$ cat src/rtl/rc_multicast_fork_pkg.sv
// Shared constants for the multicast route-compute fork: direction encodings,
// destination-field placement and the flit rewrite helper.
package rc_mc_pkg;

  typedef logic [4:0] dir_t;

  localparam dir_t DIR_L = 5'b00001;
  localparam dir_t DIR_S = 5'b00010;
  localparam dir_t DIR_E = 5'b00100;
  localparam dir_t DIR_W = 5'b01000;
  localparam dir_t DIR_N = 5'b10000;

  localparam int RC_DST_LSB = 9;
  localparam int RC_DST_W   = 16;

  // Widest flit the helper handles; callers zero-extend in and truncate out.
  localparam int FLIT_MAX = 64;

  // Replace the bits under `field` with `sub_pos` and mark the copy in bit 0.
  function automatic logic [FLIT_MAX-1:0] rewrite_dst(input logic [FLIT_MAX-1:0] flit,
                                                      input logic [FLIT_MAX-1:0] field,
                                                      input logic [FLIT_MAX-1:0] sub_pos);
    return (flit & ~field) | (sub_pos & field) | {{(FLIT_MAX-1){1'b0}}, 1'b1};
  endfunction

endpackage

$ cat src/rtl/rc_multicast_fork_if.sv
// Input flit handshake plus the per-port copy channels of the multicast fork.
interface rc_multicast_fork_if #(
  parameter int DATASIZE = 30,
  parameter int NUM_OUT  = 3
) ();
  logic [DATASIZE-1:0]               in_data;
  logic                              in_valid;
  logic                              in_ready;
  logic [NUM_OUT-1:0][DATASIZE-1:0]  out_data;
  logic [NUM_OUT-1:0][4:0]           out_dir;
  logic [NUM_OUT-1:0]                out_valid;
  logic [NUM_OUT-1:0]                out_ready;

  modport slave (
    input  in_data, in_valid, out_ready,
    output in_ready, out_data, out_dir, out_valid
  );

  modport master (
    output in_data, in_valid, out_ready,
    input  in_ready, out_data, out_dir, out_valid
  );
endinterface

$ cat src/rtl/rc_mc_out_slot.sv
// One-deep valid/ready holding register for a single output copy.
module rc_mc_out_slot
  import rc_mc_pkg::*;
#(
  parameter int DW = 30
) (
  input  logic          rc_clk,
  input  logic          rst,
  input  logic          load,
  input  logic [DW-1:0] load_data,
  input  dir_t          load_dir,
  input  logic          out_ready,
  output logic          free,
  output logic          out_valid,
  output logic [DW-1:0] out_data,
  output dir_t          out_dir
);

  assign free = ~out_valid | out_ready;

  // Load wins over drain so a draining slot refills with no bubble.
  always_ff @(posedge rc_clk) begin
    if (rst) begin
      out_valid <= 1'b0;
      out_data  <= '0;
      out_dir   <= '0;
    end else if (load) begin
      out_valid <= 1'b1;
      out_data  <= load_data;
      out_dir   <= load_dir;
    end else if (out_valid && out_ready) begin
      out_valid <= 1'b0;
      out_dir   <= '0;
    end
  end

endmodule

$ cat src/rtl/rc_multicast_fork.sv
// Multicast route compute: splits the destination bitmap of each flit across
// NUM_OUT ports and loads one copy per port with a non-empty sub-bitmap.
module rc_multicast_fork
  import rc_mc_pkg::*;
#(
  parameter int                         DATASIZE  = 30,
  parameter int                         DST_W     = RC_DST_W,
  parameter int                         DST_LSB   = RC_DST_LSB,
  parameter int                         NUM_OUT   = 3,
  parameter logic [NUM_OUT*DST_W-1:0]   PORT_MASK = {16'h000F, 16'h0010, 16'hFF00},
  parameter logic [NUM_OUT*5-1:0]       PORT_DIR  = {DIR_S, DIR_L, DIR_E},
  parameter int                         CNT_W     = 16
) (
  input  logic             rc_clk,
  input  logic             rst,
  rc_multicast_fork_if.slave bus,
  output logic [CNT_W-1:0] drop_cnt
);

  localparam logic [DATASIZE-1:0] FIELD = DATASIZE'({DST_W{1'b1}}) << DST_LSB;

  logic [DST_W-1:0]                 dst;
  logic [NUM_OUT-1:0]               need, free, valid_q;
  logic [NUM_OUT-1:0][DATASIZE-1:0] load_data, data_q;
  dir_t [NUM_OUT-1:0]               dir_q;
  logic                             in_ready, accept;

  assign dst = bus.in_data[DST_LSB +: DST_W];

  generate
    for (genvar i = 0; i < NUM_OUT; i++) begin : g_port
      logic [DST_W-1:0] sub;

      assign sub          = dst & PORT_MASK[i*DST_W +: DST_W];
      assign need[i]      = |sub;
      assign load_data[i] = DATASIZE'(rewrite_dst(FLIT_MAX'(bus.in_data), FLIT_MAX'(FIELD),
                                                  FLIT_MAX'(sub) << DST_LSB));

      rc_mc_out_slot #(.DW(DATASIZE)) u_slot (
        .rc_clk    (rc_clk),
        .rst       (rst),
        .load      (accept & need[i]),
        .load_data (load_data[i]),
        .load_dir  (PORT_DIR[i*5 +: 5]),
        .out_ready (bus.out_ready[i]),
        .free      (free[i]),
        .out_valid (valid_q[i]),
        .out_data  (data_q[i]),
        .out_dir   (dir_q[i])
      );
    end
  endgenerate

  // All slots must be free so every copy of a flit lands in the same cycle.
  assign in_ready      = ~rst & (&free);
  assign accept        = bus.in_valid & in_ready;
  assign bus.in_ready  = in_ready;
  assign bus.out_valid = valid_q;
  assign bus.out_data  = data_q;
  assign bus.out_dir   = dir_q;

  always_ff @(posedge rc_clk) begin
    if (rst) begin
      drop_cnt <= '0;
    end else if (accept && !(|need) && drop_cnt != {CNT_W{1'b1}}) begin
      drop_cnt <= drop_cnt + CNT_W'(1);
    end
  end

endmodule

$ cat src/flat_wrapper.sv
// flat-port wrapper written by rule: the top's interface ports become plain ports
module rc_multicast_fork_flat import rc_mc_pkg::*;
#(
  parameter int                         DATASIZE  = 30,
  parameter int                         DST_W     = RC_DST_W,
  parameter int                         DST_LSB   = RC_DST_LSB,
  parameter int                         NUM_OUT   = 3,
  parameter logic [NUM_OUT*DST_W-1:0]   PORT_MASK = {16'h000F, 16'h0010, 16'hFF00},
  parameter logic [NUM_OUT*5-1:0]       PORT_DIR  = {DIR_S, DIR_L, DIR_E},
  parameter int                         CNT_W     = 16
)
  (rc_clk, rst, drop_cnt, bus_in_data, bus_in_valid, bus_out_ready, bus_in_ready, bus_out_data, bus_out_dir, bus_out_valid);
  rc_multicast_fork_if #(.DATASIZE(DATASIZE), .NUM_OUT(NUM_OUT)) bus_i ();
  input  logic rc_clk;
  input  logic rst;
  output logic [CNT_W-1:0] drop_cnt;
  input wire logic [$bits(bus_i.in_data)-1:0] bus_in_data;
  input wire logic [$bits(bus_i.in_valid)-1:0] bus_in_valid;
  input wire logic [$bits(bus_i.out_ready)-1:0] bus_out_ready;
  output wire logic [$bits(bus_i.in_ready)-1:0] bus_in_ready;
  output wire logic [$bits(bus_i.out_data)-1:0] bus_out_data;
  output wire logic [$bits(bus_i.out_dir)-1:0] bus_out_dir;
  output wire logic [$bits(bus_i.out_valid)-1:0] bus_out_valid;
  assign bus_i.in_data = bus_in_data;
  assign bus_i.in_valid = bus_in_valid;
  assign bus_i.out_ready = bus_out_ready;
  assign bus_in_ready = bus_i.in_ready;
  assign bus_out_data = bus_i.out_data;
  assign bus_out_dir = bus_i.out_dir;
  assign bus_out_valid = bus_i.out_valid;
  rc_multicast_fork #(.DATASIZE(DATASIZE), .DST_W(DST_W), .DST_LSB(DST_LSB), .NUM_OUT(NUM_OUT), .PORT_MASK(PORT_MASK), .PORT_DIR(PORT_DIR), .CNT_W(CNT_W)) u_core (.rc_clk(rc_clk), .rst(rst), .bus(bus_i), .drop_cnt(drop_cnt));
endmodule
$ cat config.mk
export PLATFORM = sky130hd
export DESIGN_NAME = rc_multicast_fork_flat
export DESIGN_NICKNAME = d
export VERILOG_FILES = /design/src/rtl/rc_multicast_fork_pkg.sv /design/src/rtl/rc_multicast_fork_if.sv /design/src/rtl/rc_mc_out_slot.sv /design/src/rtl/rc_multicast_fork.sv /design/src/flat_wrapper.sv
export SDC_FILE = /design/constraint.sdc
export NUM_CORES = 1
export LEC_CHECK = 0
export CAP_MARGIN = 30
export CORE_ASPECT_RATIO = 1.25
export CORE_MARGIN = 4
export CORE_UTILIZATION = 42
export CTS_CLUSTER_DIAMETER = 80
export DETAILED_ROUTE_END_ITERATION = 7
export PLACE_DENSITY = 0.76
export REMOVE_ABC_BUFFERS = 1
export SETUP_SLACK_MARGIN = 0.02
export SLEW_MARGIN = 10
export SYNTH_ARGS = -nofsm -noshare
export SYNTH_HDL_FRONTEND = slang
export SYNTH_HIERARCHICAL = 1
export SYNTH_SLANG_ARGS = --single-unit
export TNS_END_PERCENT = 5
$ cat constraint.sdc
create_clock -name rc_clk -period 1.95 [get_ports rc_clk]
set_input_delay 0.2925 -clock rc_clk [delete_from_list [all_inputs] [get_ports rc_clk]]
set_output_delay 0.2925 -clock rc_clk [all_outputs]
set_load 0.005 [all_outputs]
; ---- Yosys cells after proc, flatten, opt, wreduce, memory -nomap -nowiden
; Index checks and enable logic that the tools add are counted.
[classes]
addsub = 1
bitwise = 15
eq_ne = 1
n_reduce_logical = 13
n_mux = 12
[op_table]
columns = cell, n
row1 = OR 30 x 13 -> 30 bit, 1
row2 = OR 30 x 14 -> 30 bit, 1
row3 = OR 30 x 25 -> 30 bit, 1
row4 = adder 16 x 1 -> 16 bit (second input constant), 1
row5 = != test 16 bit (second input constant), 1
row6 = OR reduction 13 bit, 1
row7 = two-way mux 1 bit, 8
row8 = OR reduction 8 bit, 1
row9 = two-way mux 3 bit, 2
row10 = nonzero test 2 bit, 3
row11 = AND 1 bit, 5
row12 = logical AND 1 bit, 5
row13 = two-way mux 2 bit, 2
row14 = NOT 1 bit, 4
row15 = OR reduction 4 bit, 1
row16 = OR 1 bit, 3
row17 = AND reduction 3 bit, 1
row18 = logical NOT 1 bit, 1
[totals]
out_inout_bits = 125
word_cells = 52
register_bits = 112

; ---- Depth between registers and ports, before layout
; Gate-level depths: netlist of run 1.
[logic_depth]
word_depth = 7
mapped_depth = 8
depth_no_buf = 7

; ---- Hierarchy
; Netlist of run 1, hierarchy kept.
[by_module_without_submodules]
columns = module, seq_area_each_um2, instances, area_per_inst_um2, cells_each
row1 = rc_mc_out_slot, 720.7, 3, 1311.3, 123
row2 = rc_multicast_fork, 320.3, 1, 885.8, 108

; ---- Worst setup path after synthesis of run 1
; No wires, ideal clock.
[synth_path]
kind = reg2reg
startpoint = reg u_core.g_port[1].u_slot.out_valid
endpoint = reg u_core.drop_cnt[13]
setup_ps = 70
path_buffers = 0
required_time_ps = 1880
setup_slack_ps = 70
path_stages_with_launch = 7
t_arrival_ps = 1809
path_cell_list = dfxtp_1 > nand2b_1 > and4b_2 > nand4_2 > or3_4 > or4_1 > a21oi_1
[synth_via]
elab_chain_cells = 7
[synth_rtl]
columns = item, line
row1 = from (decl), rc_mc_out_slot.sv:14  ; output logic out_valid,
row2 = from (signal assigned), rc_mc_out_slot.sv:24  ; out_valid <= 1'b0;
row3 = from (signal assigned), rc_mc_out_slot.sv:28  ; out_valid <= 1'b1;
row4 = from (signal assigned), rc_mc_out_slot.sv:32  ; out_valid <= 1'b0;
row5 = NOT 1 bit, rc_mc_out_slot.sv:19  ; assign free = ~out_valid | out_ready;
row6 = OR 1 bit, rc_mc_out_slot.sv:19
row7 = named net u_core.free[1], rc_multicast_fork.sv:23  ; logic [NUM_OUT-1:0] need, free, valid_q;
row8 = AND reduction 3 bit, rc_multicast_fork.sv:55  ; assign in_ready = ~rst & (&free);
row9 = AND 1 bit, rc_multicast_fork.sv:55
row10 = named net bus_in_ready, flat_wrapper.sv:20  ; output wire logic [$bits(bus_i.in_ready)-1:0] bus_in_ready;
row11 = AND 1 bit, rc_multicast_fork.sv:56  ; assign accept = bus.in_valid & in_ready;
row12 = logical AND 1 bit (2 in series), rc_multicast_fork.sv:65  ; end else if (accept && !(|need) && drop_cnt != {CNT_W{1'b1}}) begin
row13 = to (signal assigned), rc_multicast_fork.sv:66  ; drop_cnt <= drop_cnt + CNT_W'(1);
row14 = to (decl), rc_multicast_fork.sv:17  ; output logic [CNT_W-1:0] drop_cnt
; The timed path passes the listed nets, and every way through them passes these cells.
; A chain may end at the register's enable or synchronous reset.

; ---- Worst setup path after layout of run 1
[layout_path]
startpoint = in bus_in_data[9]
endpoint = reg u_core.drop_cnt[13]
[layout_via]
elab_chain_cells = 4
[layout_rtl]
columns = item, line
row1 = from (decl), flat_wrapper.sv:17  ; input wire logic [$bits(bus_i.in_data)-1:0] bus_in_data;
row2 = OR reduction 13 bit, rc_multicast_fork.sv:65
row3 = logical NOT 1 bit, rc_multicast_fork.sv:65
row4 = logical AND 1 bit (2 in series), rc_multicast_fork.sv:65
; Every way passes these cells.

==> results of run 1 <==
[tightest hold or removal path: stages]
cell,delay (ps)
dlymetal6s2s_1,120
mux2i_1,90
nor2_1,80
[kinds of logic after synthesis]
kind of cell / after synthesis / share of synthesized area (%)
multiplexers: 92 / 19.1
other: 2 / 0.156
flip-flops: 124 / 51.5
adder cells (fa/ha/maj): 1 / 0.260
AND/OR/NAND/NOR: 179 / 17.0
XOR/XNOR: 1 / 0.182
buffers and inverters: 34 / 6.70
AO/OA/AOI/OAI: 44 / 5.14
[cells in the mapped netlist (4+ instances only)]
cell / number
nor4_1: 4
nand3_1: 23
nand4_1: 4
buf_2: 9
nor2_1: 94
nand2_1: 29
buf_12: 9
inv_1: 7
buf_6: 5
clkbuf_1: 4
or3_1: 5
mux2i_1: 92
o21ai_0: 6
a21oi_1: 29
dfxtp_1: 124
nand2b_1: 4
[worst paths after layout]
kind / startpoint / end / slack [ps] / cells past startpoint
max reg2reg: u_core/g_port[2].u_slot/out_valid$_SDFFE_PP0P_ / u_core/drop_cnt[13]$_SDFFE_PP0P_ / -90 / 8
min reg2reg: u_core/g_port[0].u_slot/out_dir[3]$_SDFFE_PP0P_ / u_core/g_port[0].u_slot/out_dir[3]$_SDFFE_PP0P_ / 480 / 2
max: bus_in_data[9] / u_core/drop_cnt[13]$_SDFFE_PP0P_ / -130 / 8
min: bus_in_data[22] / u_core/g_port[0].u_slot/out_data[22]$_SDFFE_PP0P_ / 220 / 3
[power breakdown]
group          total, mW  leakage [nW]  switching, mW  internal, mW
clock network       3.28         0.299           1.07          2.20
logic              0.692          1.68          0.299         0.393
registers           2.69          1.01         0.0547          2.64
total               6.66          2.99           1.43          5.23
[stage by stage]
stage / setup TNS (ps) / cells / hold slack, ps / worst slack [ps]
6_report: -417 / 871 / 219 / -134
5_1_grt: -844 / 871 / 220 / -164
4_1_cts: -540 / 864 / 317 / -85.1
3_5_place_dp: -39030 / 832 / 474 / -562
3_3_place_gp: -36720 / 832 / 472 / -532
2_1_floorplan: -119160 / 501 / 362 / -1880
[cell type report]
type	count	area, sq um
Clock buffer	21	460
Clock inverter	11	166
Fill cell	836	3510
Inverter	7	26.3
Multi-Input combinational cell	370	2290
Sequential cell	124	2490
Tap cell	135	169
Timing Repair Buffer	203	2030
[flip-flops by register name, summed over array words and instances, names as in the netlist]
register,flops
u_core/drop_cnt,16
u_core/g_port.u_slot/out_data,90
u_core/g_port.u_slot/out_dir,15
u_core/g_port.u_slot/out_valid,3
[placed cells by master, fill, tap and decap left out, drive strengths merged, types with 2 or more instances in the layout]
cell and count:
or3 6, nand2b 4, clkinvlp 3, inv 7, mux2i 92, nand3 23, clkdlybuf4s50 143, dfxtp 124
dlygate4sd2 5, clkbuf 21, o21ai 6, nor4 6, or2 3, bufinv 4, o31ai 3, nand4 5
or4 3, nor2 94, buf 48, and2 2, clkinv 4, dlymetal6s2s 7, nand2 29, a21oi 29
conb 53
[repair_timing]
| item | 4_1_cts | 5_1_grt |
|---|---|---|
| buffers inserted | 0 | 6 |
| endpoints found under the setup margin | 14 | 75 |
| gates cloned | 0 | 1 |
| pin swaps | 3 | 23 |
| resized for setup | 8 | 28 |
[metal layers]
| metal | track usage (%) | up-vias |
|---|---|---|
| met5 | 0 | - |
| met4 | 8.06 | 0 |
| met3 | 5.99 | 17 |
| met2 | 33.3 | 133 |
| met1 | 20.5 | 1959 |
| li1 | - | 2079 |
==> impl_results.md, run 1 <==
- Count of flip-flops with a built-in enable after synthesis: 0
- First-pass GRT wire length: 20.3 mm
- Worst-path fanout max: 3
- Library cells used by synthesis: 36
- Detailed Routing Iterations Pass 1: 4
- Row cnt: 43
- Post-synth top area share: 51.5%
- Design Power: 6.66 mW
- Fmax: 480 MHz
- RSZ-0062 raised after global routing: yes
- Clock Sinks: 124
- Worst-path cell chain: clkdlybuf4s50_1, nor4_4, nand2b_1, or3_4, buf_6, buf_4, o31ai_1, a21oi_1
- DR WL met2: 6.88 mm
- Top post-synthesis cells by area: dfxtp_1 52%, mux2i_1 19%, nor2_1 7.3%, buf_12 3.7%, a21oi_1 3.0%
- Critical Path Sink Type: flop
- CTS Hold Bufs: 0
- Grt ovf: 0
- Slew @ Worst Pin: 746 ps
- Root buf cell: clkbuf_16
- H-tree depth: 4
- CTS Buf Count: 17
- Worst hold path type: in2reg
- Yosys reg bits: 124
- Iter 0 DRT Violations: 138
- Tmin final: 2080 ps
- M1 WL: 4.99 mm
- Final setup violation count: 9
- Clk buf depth: 2
- DR top layer: met4
- CP max stage delay: 480 ps
- I/O Buffers: 156
- Clk_skew: 9.31 ps
- Remaining antenna violation count: 0
- Design area: 7630 sq um
- Final Cycle Share: 107%
- Worst IR Drop VDD: 736 uV
- Top Family by Delay on Critical Path: simple AND/OR/NAND/NOR gates
- Final Hold Viols: 0
- Worst setup margin: -134 ps
- Power Dens Cells: 873 nW/um^2
- Metal3 WL: 749 um
- Arr. time, crit path: 2330 ps
- Post-Syn Area per Cell: 10.1 sq um
- Final nets: 760
- Die ar.: 13300 sq um
- Die Y: 128 um
- Buf/Inv on CP: 3
- Drt total wl: 12.9 mm
- Final cell utilization of the core: 68.5%
- Share of layout cells above drive strength 1: 14.1%
- Gr usage total: 18.7%
- Reg clk slew, reported paths: 50 ps
- Max-slew violations: 0
- CP max-delay cell: clkdlybuf4s50_1
- Synth-to-layout area growth: 58.3%
- Register area share after synthesis: 51.5%
- Failing checks: negative setup slack
- Rel. slew slack: 50.3%
- Detailed placement HPWL: 9.24 mm
- Die Wd: 104 um
- Pin count of the biggest net entering global routing: 73
- Leading area contributor after synthesis: dfxtp_1
- CTS tree: yes
- Initial antenna violation count: 0
- Critical path class: in2reg
- Startpoint types: input port
- Drt wl/cell: 14.8 um
- Antenna Cells: 0
- Clk_lat worst skew: 400 ps
- Dpl cell area: 6850 sq um
- Asr flop ratio synth: 0%
- Run status: complete, but fails checks
- Synth Warn #: 6
- DR vias: 4188
- Core ar.: 11100 sq um
- Drc violations: 0
- Synth Instances: 477
- Vias per inst: 4.81
- Io pins: 161
- Mapped cell area: 4820 sq um
- Initial Util: 43.3%
- Vias in the first global route: 4174
- Post-synth top flop: dfxtp_1
- Gpl congestion: 0.806
- Maximum Capacitance Violations: 0
- Worst EP required: 2190 ps
- Pleak: 2.99 nW
No activity file was read; power rests on OpenSTA's default activity.
==> inputs of run 2 (changes only) <==
--- a/config.mk
+++ b/config.mk
@@ -13,7 +13,6 @@
 export DETAILED_ROUTE_END_ITERATION = 7
 export PLACE_DENSITY = 0.76
 export REMOVE_ABC_BUFFERS = 1
-export SETUP_SLACK_MARGIN = 0.02
 export SLEW_MARGIN = 10
 export SYNTH_ARGS = -nofsm -noshare
 export SYNTH_HDL_FRONTEND = slang
==> results of run 2 <==
Same layout as run 1: the final DEF is identical, and so are final timing and power.
